[src/rtl/posit_decoder_param.sv]
// Multi-cycle parametrised posit decoder: serial regime scan, start/done/recieved handshake.
// Optional macro POSIT_DEC_SCALE_EN adds a registered combined scale output k*2^ES + exponent.
module posit_decoder_param #(
    parameter  int N  = 32,
    parameter  int ES = 3,
    localparam int KW = $clog2(N) + 1,
    localparam int EW = (ES > 0) ? ES : 1
) (
    input  logic                 clk,
    input  logic                 rst,
    input  logic [N-1:0]         posit_num,
    input  logic                 start,
    input  logic                 recieved,
    output logic                 busy,
    output logic                 done,
    output logic                 sign,
    output logic                 ZERO,
    output logic                 NAR,
    output logic signed [KW-1:0] k,
    output logic [EW-1:0]        exp_value,
    output logic [N-1:0]         mantissa
`ifdef POSIT_DEC_SCALE_EN
    ,
    output logic signed [KW+ES:0] scale
`endif
);

    localparam logic [2:0] S_IDLE   = 3'd0;
    localparam logic [2:0] S_CONV   = 3'd1;
    localparam logic [2:0] S_REGIME = 3'd2;
    localparam logic [2:0] S_FIELDS = 3'd3;
    localparam logic [2:0] S_DONE   = 3'd4;

    localparam logic [N-1:0] NAR_PAT = {1'b1, {(N-1){1'b0}}};

    logic [2:0]           state_q, state_d;
    logic [N-1:0]         work_q, work_d;
    logic [KW-1:0]        m_q, m_d;
    logic                 r_q, r_d;
    logic                 busy_q, busy_d;
    logic                 done_q, done_d;
    logic                 sign_q, sign_d;
    logic                 zero_q, zero_d;
    logic                 nar_q, nar_d;
    logic signed [KW-1:0] k_q, k_d;
    logic [EW-1:0]        exp_q, exp_d;
    logic [N-1:0]         mant_q, mant_d;

    logic [N-1:0]         absOp;
    logic [N-1:0]         shiftedOp;
    logic [N-1:0]         fracAligned;
    logic [EW-1:0]        expField;
    logic signed [KW-1:0] kCalc;

    assign absOp       = work_q[N-1] ? (~work_q + N'(1)) : work_q;
    assign shiftedOp   = absOp << 1;
    // After the regime is consumed, the fraction sits ES bits below the top; one more
    // right shift leaves the MSB free for the hidden bit.
    assign fracAligned = (work_q << ES) >> 1;
    assign kCalc       = r_q ? (m_q - KW'(1)) : (KW'(0) - m_q);

    generate
        if (ES > 0) begin : gExp
            assign expField = work_q[N-1 -: EW];
        end else begin : gNoExp
            assign expField = '0;
        end
    endgenerate

`ifdef POSIT_DEC_SCALE_EN
    logic signed [KW+ES:0] scale_q, scale_d;
    logic signed [KW+ES:0] scaleCalc;

    assign scaleCalc = ((KW+ES+1)'(kCalc) <<< ES) + $signed((KW+ES+1)'(expField));
`endif

    always_comb begin
        state_d = state_q;
        work_d  = work_q;
        m_d     = m_q;
        r_d     = r_q;
        busy_d  = busy_q;
        done_d  = done_q;
        sign_d  = sign_q;
        zero_d  = zero_q;
        nar_d   = nar_q;
        k_d     = k_q;
        exp_d   = exp_q;
        mant_d  = mant_q;
`ifdef POSIT_DEC_SCALE_EN
        scale_d = scale_q;
`endif
        case (state_q)
            S_IDLE: begin
                if (start) begin
                    work_d  = posit_num;
                    busy_d  = 1'b1;
                    done_d  = 1'b0;
                    zero_d  = 1'b0;
                    nar_d   = 1'b0;
                    state_d = S_CONV;
                end
            end
            S_CONV: begin
                if ((work_q == '0) || (work_q == NAR_PAT)) begin
                    zero_d  = (work_q == '0);
                    nar_d   = (work_q == NAR_PAT);
                    sign_d  = work_q[N-1];
                    k_d     = '0;
                    exp_d   = '0;
                    mant_d  = '0;
`ifdef POSIT_DEC_SCALE_EN
                    scale_d = '0;
`endif
                    done_d  = 1'b1;
                    state_d = S_DONE;
                end else begin
                    sign_d  = work_q[N-1];
                    work_d  = shiftedOp;
                    r_d     = shiftedOp[N-1];
                    m_d     = '0;
                    state_d = S_REGIME;
                end
            end
            S_REGIME: begin
                // A matching bit extends the run; the first opposite bit is consumed as terminator.
                work_d = work_q << 1;
                if (work_q[N-1] == r_q) begin
                    m_d = m_q + KW'(1);
                    if (m_q == KW'(N-2)) begin
                        state_d = S_FIELDS;
                    end
                end else begin
                    state_d = S_FIELDS;
                end
            end
            S_FIELDS: begin
                k_d     = kCalc;
                exp_d   = expField;
                mant_d  = fracAligned | NAR_PAT;
`ifdef POSIT_DEC_SCALE_EN
                scale_d = scaleCalc;
`endif
                done_d  = 1'b1;
                state_d = S_DONE;
            end
            S_DONE: begin
                if (recieved) begin
                    done_d  = 1'b0;
                    busy_d  = 1'b0;
                    state_d = S_IDLE;
                end
            end
            default: begin
                state_d = S_IDLE;
            end
        endcase
    end

    always_ff @(posedge clk) begin
        if (rst) begin
            state_q <= S_IDLE;
            work_q  <= '0;
            m_q     <= '0;
            r_q     <= 1'b0;
            busy_q  <= 1'b0;
            done_q  <= 1'b0;
            sign_q  <= 1'b0;
            zero_q  <= 1'b0;
            nar_q   <= 1'b0;
            k_q     <= '0;
            exp_q   <= '0;
            mant_q  <= '0;
`ifdef POSIT_DEC_SCALE_EN
            scale_q <= '0;
`endif
        end else begin
            state_q <= state_d;
            work_q  <= work_d;
            m_q     <= m_d;
            r_q     <= r_d;
            busy_q  <= busy_d;
            done_q  <= done_d;
            sign_q  <= sign_d;
            zero_q  <= zero_d;
            nar_q   <= nar_d;
            k_q     <= k_d;
            exp_q   <= exp_d;
            mant_q  <= mant_d;
`ifdef POSIT_DEC_SCALE_EN
            scale_q <= scale_d;
`endif
        end
    end

    assign busy      = busy_q;
    assign done      = done_q;
    assign sign      = sign_q;
    assign ZERO      = zero_q;
    assign NAR       = nar_q;
    assign k         = k_q;
    assign exp_value = exp_q;
    assign mantissa  = mant_q;
`ifdef POSIT_DEC_SCALE_EN
    assign scale     = scale_q;
`endif

endmodule
[config.mk]
export PLATFORM = sky130hd
export DESIGN_NAME = posit_decoder_param
export DESIGN_NICKNAME = d
export VERILOG_FILES = /design/src/rtl/posit_decoder_param.sv
export SDC_FILE = /design/constraint.sdc
export NUM_CORES = 1
export LEC_CHECK = 0
export ABC_AREA = 1
export ABC_CLOCK_PERIOD_IN_PS = 2250
export CAP_MARGIN = 20
export CORE_AREA = 2 2 135 137
export DETAILED_ROUTE_END_ITERATION = 12
export DIE_AREA = 0 0 137 139
export SLEW_MARGIN = 0
export SYNTH_ARGS = -nofsm -noshare
export SYNTH_HDL_FRONTEND = slang
export SYNTH_SLANG_ARGS = --single-unit
[constraint.sdc]
create_clock -name clk -period 2.25 [get_ports clk]
set_input_delay 0.675 -clock clk [delete_from_list [all_inputs] [get_ports clk]]
set_output_delay 0.675 -clock clk [all_outputs]
set_load 0.01 [all_outputs]
==> impl_metrics.toml, run 1 <==
[cts]
cts-root-buf = "clkbuf_16"
cts_made_buffers = 9
clk_pin_slew_ns = 0.06
clkLatencyLatePin_ns = 0.35
clock_sinks = 86
clockBufferDepth = 2
ctsResizeCount = 0
cts_tree = "built"
cts-htree-levels = 3
post-cts-setup-buffers = 0

[sta]
clock.fmax_mhz = 474
finalWorstSetupSlack_ns = 0.141
rsz0062_at_grt = "true"
slew_headroom_pct = 59.1
setup_violations = 0
hold_viol = 0
min_period_ns = 2.11
slew_viol_final = 0
final.setup.tns_ns = 0
skew_ns = 0.00712
worst_pin_slew_ns = 0.611
period_share_pct = 93.7

[cells_and_area]
final_cell_area_um2 = 6480
drive_gt1_share_pct = 9.19
multiInputGateArea_um2 = 3020
num-fill-cells = 1947
area_delta_synth_final_pct = 24.7
seqCellArea_um2 = 1720
final_common_cell = "nand2_1"
fin_nets = 927
diodes = 0
final_cell_mix = "nand2_1 (273), nor2_1 (117), dfxtp_1 (86)"

[critical_path]
crit_required_ns = 2.50
cp-start-kind = "flip-flop"
worst_setup_path_end_kind = "flip-flop"
crit_arrival_ns = 2.36
cp_max_fo = 22
path_class = "flip-flop to flip-flop"

[global_routing]
grt_pass1_vias = 5026
antenna_found_initial = 0
grt_overflow = 0
grt_pass1_wl_mm = 24.2
grt_usage_pct = 15.8
grt_max_degree = 45

[route]
drc = 0
drt-total-wl_mm = 15.0
first_iter_violations = 340
num_vias = 5267
vias_per_cell = 4.70
routedWlPerCell_um = 13.3
dr.pass1.iters = 8
antenna_left = 0

[synthesis]
avgSynthCellArea_um2 = 6.32
yosysWarnings = 0
synth_edf_count = 0
synthCells = 822
synth_seq_cells = 86
ys_seq_area_share_pct = 33.1
synth_area_um2 = 5200
synth-async-reset-ratio_pct = 0
synthFlopType = "dfxtp_1"
ys_types = 40

[place]
numPortBuffers = 79
dpl_worst_slack_ns = -0.00126
gp_congestion = 0.868
placed_area_um2 = 6150
dp_hpwl_mm = 10.9

[die]
coreArea_um2 = 17700
ios = 82
dieArea_um2 = 19000
rows = 49
start_util_pct = 29.4
die_h_um = 139
die_w_um = 137

[power_and_ir_drop]
p_switching_mw = 4.01
seqPwrFrac_pct = 26.6
p_comb_share_pct = 54.2
vdd_drop_max_uv = 588
powerDensity_nw_per_um2 = 1300
swShare_pct = 47.7
p_int_mw = 4.40
clkPwrFrac_pct = 19.2
p_leak_nw = 2.65

[run_status]
status = "finished clean"

[run]
drv_cap = 0

[worst_hold_path]
hold_path_class = "flip-flop to flip-flop"
## synthesized netlist by cell type (6+ instances only)
cell type / number / area, µm²
a21oi_1: 64 / 320
buf_2: 15 / 75.1
buf_6: 6 / 67.6
clkbuf_1: 14 / 52.6
dfxtp_1: 86 / 1720
inv_1: 44 / 165
inv_2: 6 / 22.5
nand2_1: 273 / 1020
nand3_1: 66 / 330
nand3b_1: 16 / 120
nor2_1: 118 / 443
nor2_2: 9 / 56.3
nor2_4: 6 / 67.6
o21ai_0: 31 / 155
xor2_1: 8 / 70.1
## power by group through the flow
| stage | clock [mW] | combinational, mW | sequential, mW |
|---|---|---|---|
| final | 1.61 | 4.55 | 2.24 |
| after detailed placement | 0 | 4.51 | 2.27 |
| after global routing | 1.72 | 5.17 | 2.29 |
| after CTS | 1.66 | 4.54 | 2.24 |
| after floorplan | 0 | 3.62 | 2.15 |
| after global placement | 0 | 4.47 | 2.27 |
## cell type report
| type | count | share of cell area (%) |
|---|---|---|
| sequential | 86 | 26.6 |
| multi-input combinational | 641 | 46.7 |
| tap | 229 | 4.42 |
| clock inverter | 6 | 1.33 |
| inverter | 52 | 3.07 |
| clock buffer | 10 | 3.53 |
| timing repair buffer | 97 | 14.4 |
## flip-flops by register name, indices dropped and copies added, names as in the netlist
| register | flops |
|---|---|
| state_q | 3 |
| exp_value | 3 |
| NAR | 1 |
| mantissa | 30 |
| ZERO | 1 |
| work_q | 32 |
| sign | 1 |
| busy | 1 |
| m_q | 6 |
| r_q | 1 |
| k | 6 |
| done | 1 |
## path summary, 6_finish.rpt
kind | from | to | slack, ns | cells after the start
hold reg to reg | mantissa[28] | mantissa[28] | 0.46 | 2
setup reg to reg | work_q[1] | work_q[30] | 0.14 | 11
setup / recovery | work_q[1] | work_q[30] | 0.14 | 11
hold / removal | mantissa[28] | mantissa[28] | 0.46 | 2
## layer usage
metal	global-route usage, %	routed length [µm]	vias to the layer above
met2	26.3	7030	114
met3	3.73	682	21
li1	-	-	2748
met1	19.9	7000	2384
met4	4.83	246	0
met5	0	0	-
## logic make-up after synthesis
logic type      share of synthesized area, %
simple gates                            42.4
other cells                           0.0722
compound gates                          12.3
fa+ha+maj                              0.963
flops                                   33.1
buf+inv                                 9.03
xor+xnor                                2.19
## worst max-delay path: stages, from the launching register on
cell      delay, ns
dfxtp_1        0.34
inv_1          0.10
ha_1           0.22
nand3_2        0.13
nor2_4         0.21
nand2_4        0.10
nor2_4         0.10
o211ai_4       0.22
nand2_4        0.38
nand2_1        0.09
nand2_1        0.07
nor2_1         0.04
## through the flow
step                      util, %  power, mW  std cells  hold slack (ns)
after floorplan                 -       5.76        823            0.458
after global placement       34.8       6.74       1104            0.448
after detailed placement     34.8       6.78       1104            0.454
after CTS                    36.6       8.44       1120            0.462
after global routing         36.7       9.18       1121            0.487
final                        36.7       8.41       1121            0.461
## repair_timing
item | in CTS | in global routing
endpoints found under the hold margin | 0 | 0
setup endpoints to repair | 0 | 4
hold buffers | 0 | 0
Note: power is estimated with default switching activity, not from simulation.
==> run 2: changes to the inputs <==
--- a/config.mk
+++ b/config.mk
@@ -6,7 +6,7 @@
 export NUM_CORES = 1
 export LEC_CHECK = 0
 export ABC_AREA = 1
-export ABC_CLOCK_PERIOD_IN_PS = 2250
+export ABC_CLOCK_PERIOD_IN_PS = 1800
 export CAP_MARGIN = 20
 export CORE_AREA = 2 2 135 137
 export DETAILED_ROUTE_END_ITERATION = 12
==> constraint.sdc (replaced) <==
create_clock -name clk -period 1.8 [get_ports clk]
set_input_delay 0.54 -clock clk [delete_from_list [all_inputs] [get_ports clk]]
set_output_delay 0.54 -clock clk [all_outputs]
set_load 0.01 [all_outputs]
==> impl_metrics.toml, run 2 (same netlist as run 1, synthesis figures left out) <==
[run_status]
status = "complete, but fails checks"
failed_checks = "setup timing"

[cts]
clkLatencyLatePin_ns = 0.36
cts_made_buffers = 9
clock_sinks = 86
cts-root-buf = "clkbuf_16"
cts-htree-levels = 3
cts_tree = "built"
clockBufferDepth = 2
clk_pin_slew_ns = 0.07

[sta]
min_period_ns = 1.81
slew_viol_final = 0
hold_viol = 0
period_share_pct = 101
setup_violations = 9
skew_ns = 0.0114
final.setup.tns_ns = -0.0538
rsz0062_at_grt = "true"
clock.fmax_mhz = 552
hold_ws_ns = 0.458
finalWorstSetupSlack_ns = -0.0108

[power_and_ir_drop]
clkPwrFrac_pct = 15.7
p_int_mw = 6.73
p_comb_share_pct = 63.1
p_switching_mw = 5.78
seqPwrFrac_pct = 21.2
powerDensity_nw_per_um2 = 1700
swShare_pct = 46.2
vdd_drop_max_uv = 878
p_leak_nw = 3.62

[critical_path]
path_cells = "inv_2 -> ha_4 -> nand3_4 -> nor2_4 -> nand2_4 -> nor2_4 -> o211ai_4 -> nand2_8 -> buf_12 -> nand2_2 -> nand2_1 -> nor2_1"
max_stage_delay_ns = 0.32
crit_arrival_ns = 2.07
path_class = "flip-flop to flip-flop"
crit_required_ns = 2.06
worst_setup_path_end_kind = "flip-flop"
cp-start-kind = "flip-flop"
path_common_cell = "nor2_4"
slowest_stage = "dfxtp_2"
cp_max_fo = 7

[cells_and_area]
largest-register = "work_q"
largest_register_ffs = 32
diodes = 0
final_cell_area_um2 = 7350
area_delta_synth_final_pct = 41.5
final_common_cell = "nand2_1"
drive_gt1_share_pct = 20.4
final_cell_mix = "nand2_1 (236), nor2_1 (109), dfxtp_1 (84)"
utilization_pct = 41.6
fin_nets = 987

[die]
coreArea_um2 = 17700
dieArea_um2 = 19000
start_util_pct = 29.4
rows = 49
die_h_um = 139
ios = 82
die_w_um = 137

[place]
dp_hpwl_mm = 11.5
placed_area_um2 = 6600
dpl_worst_slack_ns = -0.136
numPortBuffers = 79
gp_congestion = 0.892

[route]
dr.pass1.iters = 5
first_iter_violations = 369
num_vias = 5541
drc = 0
routedWlPerCell_um = 13.8
drt-total-wl_mm = 16.3
vias_per_cell = 4.69
antenna_left = 0

[global_routing]
grt_overflow = 0
grt_pass1_wl_mm = 25.9
grt_pass1_vias = 5245
antenna_found_initial = 0
grt_max_degree = 40
grt_usage_pct = 17.1

[run]
drv_cap = 0

[worst_hold_path]
hold_path_class = "flip-flop to flip-flop"
[run 2: cell types whose count changed in the layout (fill, tap and decap cells not counted), moves of 11 or more]
cell,previous run,this run
dlymetal6s2s_1,0,30
clkdlybuf4s50_1,78,44
nand2_4,3,14
buf_4,17,63
nand2_2,3,29
nand2_1,273,236
[run 2: per-stage QoR]
stage,std cells,power [mW]
final,1181,12.5
after global routing,1181,13.5
after CTS,1172,11.6
after detailed placement,1153,9.49
after global placement,1153,9.42
after floorplan,823,7.20
[run 2: final cells by class]
cell class | instances | area (µm²)
Fill cell | 1883 | 10300
Multi-Input combinational cell | 641 | 3230
Sequential cell | 86 | 1720
Timing Repair Buffer | 157 | 1610
Tap cell | 229 | 287
Clock buffer | 11 | 243
Inverter | 52 | 199
Clock inverter | 5 | 57.6
[run 2: timing repair]
action | 4_1_cts | 5_1_grt
resized for setup | 10 | 100
gates cloned | 0 | 4
buffers inserted | 3 | 6
endpoints found under the setup margin | 85 | 112
hold buffers | 0 | 0
pin swaps | 2 | 23
endpoints found under the hold margin | 0 | 0
[run 2: worst paths after layout]
kind,from,endpoint,slack [ns],cells past startpoint
worst max-delay path,work_q[0],work_q[21],-0.01,12
worst min-delay path,k[0],k[0],0.46,2
worst max register to register,work_q[0],work_q[21],-0.01,12
worst min register to register,k[0],k[0],0.46,2
[run 2: power groups by stage]
stage / combinational [mW] / sequential, mW / clock [mW]
after global placement: 6.74 / 2.68 / 0
final: 7.90 / 2.65 / 1.96
after CTS: 6.92 / 2.64 / 2.00
after global routing: 8.74 / 2.70 / 2.06
after floorplan: 4.52 / 2.68 / 0
after detailed placement: 6.82 / 2.68 / 0
[run 2: critical path: cells and delay by family, from the launching register on]
family                     cells  cell delay (ns)
and+or+nand+nor                8             0.82
AOI/OAI and AO/OA              1             0.17
adders and majority gates      1             0.16
buffers and inverters          2             0.23
DFF                            1             0.32
[run 2: routing by layer]
layer	part of all wire (%)	global-route usage, %	wire length, µm
met1	47	22.8	7580
met3	4.8	3.44	782
met2	46	27.0	7540
met5	0	0	0
met4	2.3	6.40	376
